<file path="src/rtl/serial_iter_comparator_pkg.sv">
// Shared types for the serial iterative comparator.
//   state_t : FSM state encoding (IDLE, RUN, DONE), also exposed on the
//             top-level fsm_state debug port.
//   rel_t   : running A-vs-B relation accumulated chunk by chunk.
//   rel_from: folds one chunk's gt/lt flags into a relation, keeping
//             the supplied fallback when the chunk pair is equal.
package serial_iter_comparator_pkg;

  typedef enum logic [1:0] {
    ST_IDLE = 2'd0,
    ST_RUN  = 2'd1,
    ST_DONE = 2'd2
  } state_t;

  typedef enum logic [1:0] {
    REL_EQ = 2'd0,
    REL_GT = 2'd1,
    REL_LT = 2'd2
  } rel_t;

  function automatic rel_t rel_from(input logic chunk_gt, input logic chunk_lt,
                                    input rel_t hold);
    rel_t r;
    if (chunk_gt)      r = REL_GT;
    else if (chunk_lt) r = REL_LT;
    else               r = hold;
    return r;
  endfunction

endpackage

</file>
<file path="src/rtl/serial_iter_comparator_chunk.sv">
// Combinational K-bit unsigned compare cell, built as the classic
// iterative bit-cell chain running from the LSB up to the MSB.
// Ports:
//   a, b : K-bit chunk operands
//   gt   : a > b
//   lt   : a < b
module serial_iter_comparator_chunk #(
  parameter int K = 1
) (
  input  logic [K-1:0] a,
  input  logic [K-1:0] b,
  output logic         gt,
  output logic         lt
);

  // g_c[i] / l_c[i] hold the relation of bits [i-1:0]. A higher bit that
  // differs decides the relation; an equal bit passes the lower result up.
  logic [K:0] g_c;
  logic [K:0] l_c;

  always_comb begin
    g_c = '0;
    l_c = '0;
    for (int i = 0; i < K; i++) begin
      g_c[i+1] = (a[i] & ~b[i]) | ((a[i] ~^ b[i]) & g_c[i]);
      l_c[i+1] = (~a[i] & b[i]) | ((a[i] ~^ b[i]) & l_c[i]);
    end
  end

  assign gt = g_c[K];
  assign lt = l_c[K];

endmodule

</file>
<file path="src/rtl/serial_iter_comparator.sv">
// Serial unsigned comparator: compares two N-bit words K bits per clock.
// dir=0 walks LSB chunk first (later, more significant chunks override),
// dir=1 walks MSB chunk first (first differing chunk decides, with an
// optional early exit).
// Ports:
//   clk, rst_n      : clock, asynchronous active-low reset
//   start, dir, A, B: request, direction and operands (captured on accept)
//   busy            : high while a compare is running
//   done            : one-cycle pulse, result registers updated
//   zout, gt, eq    : A<=B, A>B, A==B; held until the next done
//   fsm_state       : current FSM state, for observation
//
// Handshake: start is sampled on any rising edge where the FSM is not in
// RUN (i.e. busy==0); that edge captures A, B and dir. While busy==1,
// start is ignored. done rises for exactly one cycle after the edge that
// finishes the compare, and zout/gt/eq change only on that same edge.
module serial_iter_comparator
  import serial_iter_comparator_pkg::*;
#(
  parameter int N          = 8,
  parameter int K          = 1,
  parameter int EARLY_EXIT = 1
) (
  input  logic         clk,
  input  logic         rst_n,
  input  logic         start,
  input  logic         dir,
  input  logic [N-1:0] A,
  input  logic [N-1:0] B,
  output logic         busy,
  output logic         done,
  output logic         zout,
  output logic         gt,
  output logic         eq,
  output state_t       fsm_state
);

  localparam int C  = N / K;
  localparam int CW = $clog2(C + 1);
  localparam logic [CW-1:0] LAST = CW'(C - 1);

  state_t         state;
  state_t         state_next;
  logic [N-1:0]   sh_a;
  logic [N-1:0]   sh_b;
  logic           dir_q;
  logic [CW-1:0]  cnt;
  rel_t           rel;
  rel_t           rel_next;
  logic [K-1:0]   ch_a;
  logic [K-1:0]   ch_b;
  logic           ch_gt;
  logic           ch_lt;
  logic           accept;
  logic           finish;
  logic           last_chunk;
  logic           early;

  // The chunk under test always sits at the end of the shift register
  // that the current direction consumes from.
  assign ch_a = dir_q ? sh_a[N-1 -: K] : sh_a[K-1:0];
  assign ch_b = dir_q ? sh_b[N-1 -: K] : sh_b[K-1:0];

  serial_iter_comparator_chunk #(.K(K)) u_chunk (
    .a  (ch_a),
    .b  (ch_b),
    .gt (ch_gt),
    .lt (ch_lt)
  );

  // LSB-first: every chunk is more significant than the ones before, so a
  // differing chunk overrides. MSB-first: the first difference is final.
  always_comb begin
    rel_next = rel;
    if (dir_q) begin
      if (rel == REL_EQ) rel_next = rel_from(ch_gt, ch_lt, REL_EQ);
    end else begin
      rel_next = rel_from(ch_gt, ch_lt, rel);
    end
  end

  assign last_chunk = (cnt == LAST);
  assign early      = (EARLY_EXIT != 0) && dir_q && (ch_gt || ch_lt);
  assign accept     = start && (state != ST_RUN);
  assign finish     = (state == ST_RUN) && (last_chunk || early);

  // FSM state register
  always_ff @(posedge clk or negedge rst_n) begin
    if (!rst_n) state <= ST_IDLE;
    else        state <= state_next;
  end

  // FSM next-state logic
  always_comb begin
    state_next = state;
    case (state)
      ST_IDLE: if (start) state_next = ST_RUN;
      ST_RUN:  if (finish) state_next = ST_DONE;
      ST_DONE: state_next = start ? ST_RUN : ST_IDLE;
      default: state_next = ST_IDLE;
    endcase
  end

  // Datapath: operand shift registers, chunk counter, relation and results
  always_ff @(posedge clk or negedge rst_n) begin
    if (!rst_n) begin
      sh_a  <= '0;
      sh_b  <= '0;
      dir_q <= 1'b0;
      cnt   <= '0;
      rel   <= REL_EQ;
      zout  <= 1'b0;
      gt    <= 1'b0;
      eq    <= 1'b0;
    end else if (accept) begin
      sh_a  <= A;
      sh_b  <= B;
      dir_q <= dir;
      cnt   <= '0;
      rel   <= REL_EQ;
    end else if (state == ST_RUN) begin
      sh_a <= dir_q ? (sh_a << K) : (sh_a >> K);
      sh_b <= dir_q ? (sh_b << K) : (sh_b >> K);
      cnt  <= cnt + CW'(1);
      rel  <= rel_next;
      if (finish) begin
        gt   <= (rel_next == REL_GT);
        eq   <= (rel_next == REL_EQ);
        zout <= (rel_next != REL_GT);
      end
    end
  end

  assign busy      = (state == ST_RUN);
  assign done      = (state == ST_DONE);
  assign fsm_state = state;

endmodule
</file>
<file path="config.mk">
export PLATFORM = sky130hd
export DESIGN_NAME = serial_iter_comparator
export DESIGN_NICKNAME = d
export VERILOG_FILES = /design/src/rtl/serial_iter_comparator_pkg.sv /design/src/rtl/serial_iter_comparator_chunk.sv /design/src/rtl/serial_iter_comparator.sv
export SDC_FILE = /design/constraint.sdc
export NUM_CORES = 1
export LEC_CHECK = 0
export BUFFER_PORTS_ARGS = -buffer_cell sky130_fd_sc_hd__buf_2
export CAP_MARGIN = 10
export CORE_MARGIN = 4
export CORE_UTILIZATION = 30
export CTS_CLUSTER_DIAMETER = 40
export CTS_CLUSTER_SIZE = 16
export DETAILED_ROUTE_END_ITERATION = 8
export GPL_TIMING_DRIVEN = 0
export PLACE_DENSITY = 0.49
export SLEW_MARGIN = 10
export SYNTH_ARGS = -nofsm -noshare
export SYNTH_HDL_FRONTEND = slang
export SYNTH_SLANG_ARGS = --single-unit
</file>
<file path="constraint.sdc">
create_clock -name clk -period 2.4 [get_ports clk]
set_input_delay 0.48 -clock clk [delete_from_list [all_inputs] [get_ports clk]]
set_output_delay 0.48 -clock clk [all_outputs]
set_load 0.005 [all_outputs]
</file>
==> metrics.txt <==
outcome=finished clean; Max Slew Vio Count=0; ANT cells=0; Final Critical Period=2.16 ns; Total Wirelength=3.45 mm; Post-synth EDFFs=0; clock buffer depth=2; synth cell count leaders=28 x dfrtp_1, 18 x mux2i_1, 13 x a21oi_1, 13 x nor2b_1, 13 x o21ai_0; via/cell ratio=4.92; via count=1200; Crit Reg-Reg Endpoint=eq; Boundary Pins=27; WL/cell=14.2 µm; Post-CTS Repair Setup Buffers=0; initial antenna violation count=0; RSZ-0062 raised after global routing=false; Flop pwr share=37.9%; DR iter-0 viols=62; die area=0.00620 mm²; root buffer cell=clkbuf_8; flops & latches, synth=28; Final Hold Viols=0; YS warnings=0; chip height=78.7 µm; CP Buf/Inv Count=2; Post-Syn Area per Cell=10.1 µm²; Register Area=701 µm²; H-tree depth=1; die width=78.7 µm; synth-to-layout area growth=17.6%; Worst Path Required=2.57 ns; PwrDens=1310 mW/mm²; worst slew pin tran=0.640 ns; number of max-cap violations=0; FP Rows=25; FILL cells=498; RePlAce Congestion=0.774; Cell Int Power=0.00133 W; Clock power frac=13.0%; startpoint types=flip-flop; CTS clk-pin slew, worst paths=0.10 ns; Yosys top cell by area=dfrtp_1; setup TNS=0 ns; Clock Skews=0.00223 ns; grt ovf=0; first-pass GRT wire length=5.97 mm; Core Box Area=0.00479 mm²; library cells used by synthesis=28; Max stage delay cell, worst path=dfrtp_1; top cells by area, synth=dfrtp_1 47%, mux2i_1 12%, a211oi_1 6.0%, nor2b_1 5.4%, a21oi_1 4.3%; R2R cell count=7; fin util=36.9%; fraction of registers with async set/reset=100%; DRC=0; synthesized cell area=0.00150 mm²; CTS tree=yes; Final Setup Violations=0; CP max FO=10; CTS resizes=0; fmax=462 MHz; CP Cell Sequence=buf_2 > mux2i_1 > inv_1 > ha_1 > nand2b_1 > a21oi_4 > mux2_2; largest net degree at the start of global routing=29; Switching Fraction=42.2%; nets=201; Tcrit/Tclk final=90.1%; cts bufs inserted=3; sequential fraction of the synthesis area=46.7%; crit end category=flip-flop; Clk Latency, worst-skew pair=0.28 ns; I/O Buffers=25; most common cell in the netlist=dfrtp_1; initial cell density of the core=31.4%; cts hold-fix bufs=0; layout cell share with drive strength beyond 1=23.2%; Synth top area share=46.7%; Tot GR Track Use=12.0%; crit-path leading delay family=multiplexers; number of detailed-route iterations in the first pass=4; Rel. slew slack=57.4%; Logic pwr share=49.1%; CP max stage delay=0.44 ns; HPWL after detailed placement=2.55 mm; Post-DRT Antenna Nets=0; VDD IR max=0.474 mV; Synth Instances=148; FF-to-FF setup slack=0.24 ns; Critical Path AT=2.33 ns; Post-synth top flop=dfrtp_1; Psw=0.000972 W; Multi-input gate area=721 µm²; worst r2r src=dir_q; critical path type=flip-flop to flip-flop; static leakage power=0.810 nW; vias in the first global route=1236; CTS Sinks=28; post-synth net total=171; worst min path class=primary input to async pin
worst max path at each step:
stage / startpoint / to / slack (ns) / cells after the start
after global placement: dir_q / eq / 0.25 / 7
after CTS: dir_q / eq / 0.20 / 7
after detailed placement: dir_q / eq / 0.23 / 7
final: dir_q / eq / 0.24 / 7
after floorplan: dir_q / eq / 0.46 / 7
after global routing: dir_q / eq / 0.08 / 7
power groups by stage:
| stage | registers [W] | clock network, W | logic, W |
|---|---|---|---|
| 2_1_floorplan | 0.000835 | 0 | 0.000851 |
| 3_3_place_gp | 0.000871 | 0 | 0.00113 |
| 3_5_place_dp | 0.000883 | 0 | 0.00114 |
| 4_1_cts | 0.000872 | 0.000314 | 0.00115 |
| 5_1_grt | 0.000906 | 0.000333 | 0.00129 |
| 6_report | 0.000874 | 0.000300 | 0.00113 |
layout make-up:
class / count / share of cell area [%]
clock buffer: 4 / 3.12
tap: 67 / 4.75
inverter: 6 / 1.28
buffer: 10 / 3.26
timing repair buffer: 25 / 7.09
sequential: 28 / 39.7
multi-input combinational: 104 / 40.8
state kept, by name, indices dropped and copies added, names as in the netlist, 2 cells and up:
signal     count
fsm_state      2
cnt            4
sh_b           8
rel            2
sh_a           8
per-stage QoR:
step | cells | total power [W] | hold WS, ns | instance area (µm²) | setup slack, ns
global route | 244 | 0.00253 | 0.252 | 1770 | 0.0794
finish | 244 | 0.00230 | 0.210 | 1770 | 0.238
floorplan | 148 | 0.00169 | 0.184 | 1500 | 0.460
global placement | 240 | 0.00200 | 0.453 | 1710 | 0.247
detailed placement | 240 | 0.00202 | 0.462 | 1710 | 0.228
CTS | 244 | 0.00233 | 0.239 | 1770 | 0.204
kinds of logic (layout without fill, tap and decap cells):
kind of cell               count (synthesis)  in the layout  synth area share (%)
and+or+nand+nor                           38             38                  14.5
adders and majority gates                  3              3                  2.50
DFF                                       28             28                  46.7
AOI/OAI and AO/OA                         44             44                  18.3
muxes                                     19             19                  12.7
buffers and inverters                     16             45                  5.33
layer usage:
metal	share of wire [%]	wire, µm	track usage, %	vias up
li1	-	-	-	587
met1	48	1650	16.6	584
met2	47	1620	18.6	25
met3	4.4	151	2.49	4
met4	0.84	29	4.02	0
met5	0	0	0	-
cells in the final DEF (no fill, tap or decap):
master / netlist / layout
buf_2: 4 / 29
nor2_1: 4 / 4
o2bb2ai_1: 1 / 1
nor2b_1: 13 / 13
a211oi_1: 12 / 12
a21oi_4: 1 / 1
nand3b_1: 1 / 1
mux2_2: 1 / 1
nor3b_2: 1 / 1
nand2b_1: 3 / 3
a31oi_1: 1 / 1
a21oi_1: 13 / 13
buf_4: 4 / 4
inv_2: 1 / 1
o21ai_0: 13 / 13
a21boi_0: 1 / 1
nor4_1: 1 / 1
clkbuf_8: 0 / 4
a21o_1: 1 / 1
nand4_1: 1 / 1
clkbuf_1: 2 / 2
dfrtp_1: 28 / 28
ha_1: 3 / 3
mux2i_1: 18 / 18
nand3_1: 7 / 7
nand2_1: 6 / 6
and4bb_1: 1 / 1
inv_1: 5 / 5
o31ai_1: 1 / 1
No activity file was read; power rests on OpenSTA's default activity.
